==> src/rtl/lsu_pkg.sv <==
// Shared encodings for the load/store unit: memory op codes, FSM states and
// big-endian byte-lane offsets within a 32-bit word.
package lsu_pkg;

  localparam logic [2:0] OP_LW  = 3'b000;
  localparam logic [2:0] OP_LH  = 3'b001;
  localparam logic [2:0] OP_LHU = 3'b010;
  localparam logic [2:0] OP_LB  = 3'b011;
  localparam logic [2:0] OP_LBU = 3'b100;
  localparam logic [2:0] OP_SW  = 3'b101;
  localparam logic [2:0] OP_SH  = 3'b110;
  localparam logic [2:0] OP_SB  = 3'b111;

  localparam logic [0:0] IDLE   = 1'b0;
  localparam logic [0:0] RMW_WR = 1'b1;

  // Offset 0 is the most significant byte (big-endian).
  localparam logic [1:0] OFF_B0 = 2'd0;
  localparam logic [1:0] OFF_B1 = 2'd1;
  localparam logic [1:0] OFF_B2 = 2'd2;
  localparam logic [1:0] OFF_B3 = 2'd3;

endpackage

==> src/rtl/lsu_if.sv <==
// Request/response and data-memory signals of the load/store unit.
interface lsu_if #(parameter int AW = 32);
  logic          req_valid;
  logic [2:0]    req_op;
  logic [AW-1:0] addr;
  logic [31:0]   wdata;
  logic          stall;
  logic [31:0]   rdata;
  logic          rdata_valid;
  logic          align_err;
  logic          range_err;
  logic [AW-1:0] err_addr;
  logic [AW-1:0] mem_addr;
  logic          mem_read;
  logic          mem_write;
  logic [31:0]   mem_wdata;
  logic [31:0]   mem_rdata;

  modport slave (
    input  req_valid, req_op, addr, wdata, mem_rdata,
    output stall, rdata, rdata_valid, align_err, range_err, err_addr,
           mem_addr, mem_read, mem_write, mem_wdata
  );

  modport master (
    output req_valid, req_op, addr, wdata, mem_rdata,
    input  stall, rdata, rdata_valid, align_err, range_err, err_addr,
           mem_addr, mem_read, mem_write, mem_wdata
  );
endinterface

==> src/rtl/lsu_align.sv <==
// Lane steering: load extract/extend and sub-word store merge.
module lsu_align
  import lsu_pkg::*;
(
  input  logic [31:0] old_word_i,
  input  logic [31:0] new_data_i,
  input  logic [1:0]  offset_i,
  input  logic [2:0]  op_i,
  output logic [31:0] load_data_o,
  output logic [31:0] merge_data_o
);

  function automatic logic [31:0] load_extract(input logic [31:0] w,
                                               input logic [1:0]  off,
                                               input logic [2:0]  op);
    logic [7:0]  b;
    logic [15:0] h;
    case (off)
      OFF_B0:  b = w[31:24];
      OFF_B1:  b = w[23:16];
      OFF_B2:  b = w[15:8];
      default: b = w[7:0];
    endcase
    h = off[1] ? w[15:0] : w[31:16];
    case (op)
      OP_LH:   load_extract = {{16{h[15]}}, h};
      OP_LHU:  load_extract = {16'h0000, h};
      OP_LB:   load_extract = {{24{b[7]}}, b};
      OP_LBU:  load_extract = {24'h000000, b};
      default: load_extract = w;
    endcase
  endfunction

  function automatic logic [31:0] store_merge(input logic [31:0] old,
                                              input logic [31:0] d,
                                              input logic [1:0]  off,
                                              input logic [2:0]  op);
    logic [31:0] m;
    m = old;
    case (op)
      OP_SH: begin
        if (off[1]) m[15:0] = d[15:0];
        else        m[31:16] = d[15:0];
      end
      OP_SB: begin
        case (off)
          OFF_B0:  m[31:24] = d[7:0];
          OFF_B1:  m[23:16] = d[7:0];
          OFF_B2:  m[15:8]  = d[7:0];
          default: m[7:0]   = d[7:0];
        endcase
      end
      default: m = d;
    endcase
    store_merge = m;
  endfunction

  assign load_data_o  = load_extract(old_word_i, offset_i, op_i);
  assign merge_data_o = store_merge(old_word_i, new_data_i, offset_i, op_i);

endmodule

==> src/rtl/load_store_unit.sv <==
// Load/store unit: word-index translation, error detection, and a two-cycle
// read-modify-write for byte/halfword stores against a word-wide memory.
module load_store_unit
  import lsu_pkg::*;
#(
  parameter int DEPTH = 52,
  parameter int AW    = 32
) (
  input logic  clk,
  input logic  reset,
  lsu_if.slave bus
);

  localparam logic [AW-1:0] DEPTH_W = AW'(DEPTH);

  logic [0:0]    state_q, state_d;
  logic [31:0]   merge_q, merge_d;
  logic [AW-1:0] idx_q, idx_d;
  logic [AW-1:0] err_addr_q, err_addr_d;
  logic          err_seen_q, err_seen_d;

  logic [AW-1:0] word_idx_s;
  logic          align_s, range_s, is_load_s, is_sw_s, is_sub_s;
  logic [31:0]   load_data_s, merge_data_s;

  assign word_idx_s = bus.addr >> 2;
  assign range_s    = (word_idx_s >= DEPTH_W);
  assign is_load_s  = (bus.req_op <= OP_LBU);
  assign is_sw_s    = (bus.req_op == OP_SW);
  assign is_sub_s   = (bus.req_op == OP_SH) || (bus.req_op == OP_SB);

  lsu_align u_align (
    .old_word_i   (bus.mem_rdata),
    .new_data_i   (bus.wdata),
    .offset_i     (bus.addr[1:0]),
    .op_i         (bus.req_op),
    .load_data_o  (load_data_s),
    .merge_data_o (merge_data_s)
  );

  always_comb begin
    case (bus.req_op)
      OP_LW, OP_SW:         align_s = (bus.addr[1:0] != 2'b00);
      OP_LH, OP_LHU, OP_SH: align_s = bus.addr[0];
      default:              align_s = 1'b0;
    endcase
  end

  always_comb begin
    bus.stall       = 1'b0;
    bus.rdata       = 32'h0000_0000;
    bus.rdata_valid = 1'b0;
    bus.align_err   = 1'b0;
    bus.range_err   = 1'b0;
    bus.err_addr    = reset ? '0 : err_addr_q;
    bus.mem_addr    = '0;
    bus.mem_read    = 1'b0;
    bus.mem_write   = 1'b0;
    bus.mem_wdata   = 32'h0000_0000;
    state_d         = state_q;
    merge_d         = merge_q;
    idx_d           = idx_q;
    err_addr_d      = err_addr_q;
    err_seen_d      = err_seen_q;
    if (reset) begin
      state_d = IDLE;
    end else if (state_q == RMW_WR) begin
      // Commit the merged word regardless of the new request inputs.
      bus.mem_write = 1'b1;
      bus.mem_addr  = idx_q;
      bus.mem_wdata = merge_q;
      state_d       = IDLE;
    end else if (bus.req_valid) begin
      bus.mem_addr  = word_idx_s;
      bus.align_err = align_s;
      bus.range_err = range_s;
      if (align_s || range_s) begin
        if (!err_seen_q) begin
          err_addr_d = bus.addr;
          err_seen_d = 1'b1;
        end else begin
          err_addr_d = err_addr_q;
        end
      end else if (is_load_s) begin
        bus.mem_read    = 1'b1;
        bus.rdata       = load_data_s;
        bus.rdata_valid = 1'b1;
      end else if (is_sw_s) begin
        bus.mem_write = 1'b1;
        bus.mem_wdata = bus.wdata;
      end else if (is_sub_s) begin
        bus.mem_read = 1'b1;
        bus.stall    = 1'b1;
        merge_d      = merge_data_s;
        idx_d        = word_idx_s;
        state_d      = RMW_WR;
      end else begin
        state_d = IDLE;
      end
    end else begin
      state_d = IDLE;
    end
  end

  // State, merge buffer, latched index and sticky error address.
  always_ff @(posedge clk or posedge reset) begin
    if (reset) begin
      state_q    <= IDLE;
      merge_q    <= 32'h0000_0000;
      idx_q      <= '0;
      err_addr_q <= '0;
      err_seen_q <= 1'b0;
    end else begin
      state_q    <= state_d;
      merge_q    <= merge_d;
      idx_q      <= idx_d;
      err_addr_q <= err_addr_d;
      err_seen_q <= err_seen_d;
    end
  end

endmodule
==> src/flat_wrapper.sv <==
// flat-port wrapper written by rule: the top's interface ports become plain ports
module load_store_unit_flat import lsu_pkg::*;
#(
  parameter int DEPTH = 52,
  parameter int AW    = 32
)
  (clk, reset, bus_req_valid, bus_req_op, bus_addr, bus_wdata, bus_mem_rdata, bus_stall, bus_rdata, bus_rdata_valid, bus_align_err, bus_range_err, bus_err_addr, bus_mem_addr, bus_mem_read, bus_mem_write, bus_mem_wdata);
  lsu_if #(.AW(AW)) bus_i ();
  input logic clk;
  input logic reset;
  input wire logic [$bits(bus_i.req_valid)-1:0] bus_req_valid;
  input wire logic [$bits(bus_i.req_op)-1:0] bus_req_op;
  input wire logic [$bits(bus_i.addr)-1:0] bus_addr;
  input wire logic [$bits(bus_i.wdata)-1:0] bus_wdata;
  input wire logic [$bits(bus_i.mem_rdata)-1:0] bus_mem_rdata;
  output wire logic [$bits(bus_i.stall)-1:0] bus_stall;
  output wire logic [$bits(bus_i.rdata)-1:0] bus_rdata;
  output wire logic [$bits(bus_i.rdata_valid)-1:0] bus_rdata_valid;
  output wire logic [$bits(bus_i.align_err)-1:0] bus_align_err;
  output wire logic [$bits(bus_i.range_err)-1:0] bus_range_err;
  output wire logic [$bits(bus_i.err_addr)-1:0] bus_err_addr;
  output wire logic [$bits(bus_i.mem_addr)-1:0] bus_mem_addr;
  output wire logic [$bits(bus_i.mem_read)-1:0] bus_mem_read;
  output wire logic [$bits(bus_i.mem_write)-1:0] bus_mem_write;
  output wire logic [$bits(bus_i.mem_wdata)-1:0] bus_mem_wdata;
  assign bus_i.req_valid = bus_req_valid;
  assign bus_i.req_op = bus_req_op;
  assign bus_i.addr = bus_addr;
  assign bus_i.wdata = bus_wdata;
  assign bus_i.mem_rdata = bus_mem_rdata;
  assign bus_stall = bus_i.stall;
  assign bus_rdata = bus_i.rdata;
  assign bus_rdata_valid = bus_i.rdata_valid;
  assign bus_align_err = bus_i.align_err;
  assign bus_range_err = bus_i.range_err;
  assign bus_err_addr = bus_i.err_addr;
  assign bus_mem_addr = bus_i.mem_addr;
  assign bus_mem_read = bus_i.mem_read;
  assign bus_mem_write = bus_i.mem_write;
  assign bus_mem_wdata = bus_i.mem_wdata;
  load_store_unit #(.DEPTH(DEPTH), .AW(AW)) u_core (.clk(clk), .reset(reset), .bus(bus_i));
endmodule
==> config.mk <==
export PLATFORM = sky130hd
export DESIGN_NAME = load_store_unit_flat
export DESIGN_NICKNAME = d
export VERILOG_FILES = /design/src/rtl/lsu_pkg.sv /design/src/rtl/lsu_if.sv /design/src/rtl/lsu_align.sv /design/src/rtl/load_store_unit.sv /design/src/flat_wrapper.sv
export SDC_FILE = /design/constraint.sdc
export NUM_CORES = 1
export LEC_CHECK = 0
export BUFFER_PORTS_ARGS = -buffer_cell sky130_fd_sc_hd__buf_2
export CAP_MARGIN = 20
export CORE_MARGIN = 5
export CORE_UTILIZATION = 25
export DETAILED_ROUTE_END_ITERATION = 8
export SLEW_MARGIN = 20
export SYNTH_ARGS = -nofsm -noshare
export SYNTH_HDL_FRONTEND = slang
export SYNTH_SLANG_ARGS = --single-unit
==> constraint.sdc <==
create_clock -name clk -period 7.1 [get_ports clk]
set_clock_uncertainty 0.2 [all_clocks]
set_input_delay 1.42 -clock clk [delete_from_list [all_inputs] [get_ports clk]]
set_output_delay 1.42 -clock clk [all_outputs]
set_load 0.01 [all_outputs]
==> results.txt <==
----------------------------------------------------
[Run status]
  Outcome ... finished clean

[Final layout]
  Summed area of non-filler cells in the final layout ... 0.00788 mm²
  Fraction of final layout cells sized beyond drive strength 1 ... 0.402
  Number of nets in the layout ... 913
  Area growth from synthesis to layout ... 26.6%

[CTS]
  Post-CTS setup repair buffer count ... 0
  Max H-tree Level ... 3
  CTS tree ... yes
  CTS Buf Count ... 9
  Bufs on Longest Clock Path ... 2
  Clock root buffer ... clkbuf_16
  Hold Buf Count CTS ... 0
  Source-to-sink clock delay at the later pin of the worst-skew pair ... 0.36 ns
  Total of cells resized after clock tree synthesis ... 0
  Clock slew at reported path FFs ... 0.06 ns
  Count of clock tree sinks ... 96

[Timing]
  Maximum operating frequency ... 176 MHz
  Number of endpoints with negative hold slack in the final report ... 0
  Worst slack on hold paths ... 0.281 ns
  Setup violations, final ... 0
  Crit share post-route ... 0.800
  Setup repair after global routing missed its margin ... no
  Sum of negative setup slack ... 0 ns
  Max_slew headroom ... 0.396
  Number of slew-limit violations in the final report ... 0
  Worst-Margin Slew ... 0.898 ns
  Min Tclk post-route ... 5.68 ns

[GRT]
  Wire length of the first global-routing pass ... 36100 µm
  Global routing usage summed across all routing layers ... 0.163
  Overall overflow remaining after global route ... 0
  Initial antenna violation count ... 4
  Largest net degree at the start of global routing ... 63
  Vias in the first global route ... 5892

[Place]
  Placed Instance Area ... 0.00754 mm²
  GP Congestion ... 0.913
  Port Buffer Count ... 233
  Detailed placement HPWL ... 17600 µm

[Critical path]
  CP Class ... input port to primary output
  Critical-path maximum fanout ... 15
  Type of element capturing the critical path ... primary output
  Setup crit start kind ... input port
  R2r setup slk ... 4.47 ns
  WP data arrival ... 4.06 ns
  Endpoint of the worst-slack reg-to-reg timing path ... u_core.idx_q[4]
  Req. time, crit path ... 5.48 ns
  Worst flop-to-flop path startpoint ... u_core.state_q
  Depth of the worst register-to-register path ... 5

[Routing]
  Count of unresolved DRC violations after routing ... 0
  Total Routed Length ... 23500 µm
  Number of vias in the routed layout ... 5877
  Remaining number of nets flagged by the antenna check after routing ... 0
  Length of the first detailed-routing pass in iterations ... 7
  Mean routed wirelength per cell ... 20.5 µm
  Average via count per standard cell ... 5.14
  Detailed router's first-iteration violation count ... 466

[Synthesis]
  Ys async rst share ... 1.00
  Post-synth top flop ... dfrtp_1
  Synthesized netlist cell count ... 615
  Register bit count reported by yosys ... 96
  Number of warning messages in the yosys log ... 0
  Cell area after synthesis ... 0.00622 mm²
  Post-synthesis cell type count ... 60
  Mean instance size in the synthesized netlist ... 10.1 µm²
  Number of synthesized flops with an enable pin ... 0
  Sequential fraction of the synthesis area ... 0.386

[Power and ir drop]
  Sequential group share of total power ... 0.428
  Proportion of power drawn by the clock network ... 0.374
  Fraction of power spent switching nets ... 0.286
  Static leakage ... 3.88 nW
  P per Cell Area ... 176 mW/mm²
  Reported net switching power ... 396 µW
  Max rail drop VDD ... 127 µV
  Combinational cell fraction of total power ... 0.198
  Internal power ... 987 µW

[Min path]
  Hold Path Stages ... 2
  WHS Endpoint ... u_core.merge_q[27]
  Hold WC Path Type ... flop to flop
  Hold Path Origin ... u_core.merge_q[27]

[Floorplan]
  Placeable core region ... 0.0244 mm²
  Total Die Area ... 0.0281 mm²
  Horizontal extent of the die ... 168 µm
  Std cell rows ... 57
  Die outline height ... 168 µm
  Starting density of the core ... 0.255
  # IOs ... 236

[Flow run]
  Max cap viols ... 0

----------------------------------------------------
worst max-delay path: stages:
cell       delay (ns)
buf_2            0.12
nor4_1           0.78
nand4_1          0.31
a211oi_4         0.43
o211ai_4         0.25
a2111oi_0        0.51
buf_2            0.23
stage by stage:
step,power (mW),setup slack [ns],instances,utilization
2_1_floorplan,0.766,2.44,616,-
3_3_place_gp,0.873,1.62,1123,0.309
3_5_place_dp,0.875,1.56,1123,0.309
4_1_cts,1.40,1.56,1139,0.322
5_1_grt,1.45,1.32,1143,0.323
6_report,1.38,1.42,1143,0.323
worst max-delay path by stage:
stage	startpoint	cells past startpoint	endpoint	slack, ns
2_1_floorplan	bus_req_op[0]	6	bus_rdata[3]	2.44
3_3_place_gp	bus_addr[9]	7	bus_rdata[17]	1.62
3_5_place_dp	bus_addr[9]	7	bus_rdata[5]	1.56
4_1_cts	bus_addr[9]	7	bus_rdata[5]	1.56
5_1_grt	bus_addr[9]	7	bus_rdata[5]	1.32
6_report	bus_addr[9]	7	bus_rdata[5]	1.42
flip-flops by register name, indices dropped and copies added, names as in the netlist:
| name | flops |
|---|---|
| u_core.merge_q | 32 |
| u_core.idx_q | 30 |
| u_core.state_q | 1 |
| u_core.err_seen_q | 1 |
| u_core.err_addr_q | 32 |
Yosys cell counts, types with 3 or more instances:
| cell | count | share of area |
|---|---|---|
| dfrtp_1 | 96 | 0.39 |
| a22o_1 | 61 | 0.086 |
| nand2_1 | 53 | 0.032 |
| nor2b_1 | 35 | 0.035 |
| o21ai_0 | 32 | 0.026 |
| mux2_4 | 30 | 0.072 |
| and2_1 | 25 | 0.025 |
| clkbuf_1 | 23 | 0.014 |
| nor2_1 | 22 | 0.013 |
| a21oi_1 | 20 | 0.016 |
| mux2_2 | 20 | 0.036 |
| mux2i_1 | 17 | 0.027 |
| a211oi_1 | 16 | 0.019 |
| nand3_1 | 16 | 0.013 |
| buf_2 | 15 | 0.012 |
| o21a_1 | 15 | 0.018 |
| a221oi_1 | 10 | 0.014 |
| buf_6 | 10 | 0.018 |
| inv_1 | 9 | 0.0054 |
| a222oi_1 | 8 | 0.013 |
| nor4_1 | 7 | 0.0070 |
| a22oi_1 | 6 | 0.0072 |
| buf_4 | 6 | 0.0072 |
| a2111oi_0 | 5 | 0.0070 |
| or3_1 | 5 | 0.0050 |
| mux4_2 | 4 | 0.014 |
| a21o_1 | 3 | 0.0036 |
| a32oi_1 | 3 | 0.0042 |
| nor3_1 | 3 | 0.0024 |
| o21ai_1 | 3 | 0.0024 |
| or4_1 | 3 | 0.0036 |
layer usage:
| layer | part of all wire | track usage |
|---|---|---|
| met5 | 0.00055 | 0 |
| met4 | 0.024 | 0.0533 |
| met3 | 0.072 | 0.0342 |
| met2 | 0.47 | 0.258 |
| met1 | 0.43 | 0.223 |
power by group through the flow:
stage                     Sequential [mW]  Clock (mW)  Combinational (mW)
final                               0.592       0.517               0.274
after global routing                0.595       0.555               0.297
after CTS                           0.591       0.535               0.274
after detailed placement            0.601           0               0.273
after global placement              0.601           0               0.272
after floorplan                     0.596           0               0.169
kinds of logic (layout without fill, tap and decap cells):
family          after synthesis  in the layout  synth area share
buf+inv                      66            266            0.0591
other cells                   1              5          0.000603
mux                          71             71             0.150
xor+xnor                      2              2           0.00282
simple gates                185            185             0.161
compound gates              194            194             0.240
flops                        96             96             0.386
layout by cell type (no fill, tap or decap), drive strengths merged, types with 4 or more instances in the layout:
| cell | n |
|---|---|
| a22oi | 6 |
| nand3 | 16 |
| and2 | 26 |
| mux2i | 17 |
| o21a | 15 |
| clkbuf | 10 |
| a222oi | 8 |
| a2111oi | 5 |
| inv | 12 |
| mux2 | 50 |
| or3 | 5 |
| nor3 | 6 |
| nand2 | 53 |
| a211oi | 17 |
| a21oi | 21 |
| o21ai | 35 |
| nor4 | 7 |
| nor2b | 35 |
| a22o | 62 |
| dfrtp | 96 |
| a221oi | 10 |
| mux4 | 4 |
| nor2 | 24 |
| buf | 240 |
final cells by class:
| class | count | area [µm²] |
|---|---|---|
| Clock buffer | 10 | 239 |
| Clock inverter | 6 | 73.8 |
| Antenna cell | 3 | 7.51 |
| Fill cell | 2564 | 16500 |
| Tap cell | 324 | 405 |
| Sequential cell | 96 | 2400 |
| Inverter | 10 | 40.0 |
| Multi-Input combinational cell | 454 | 3480 |
| Timing Repair Buffer | 240 | 1230 |
Power figures use the tool's default switching activity.
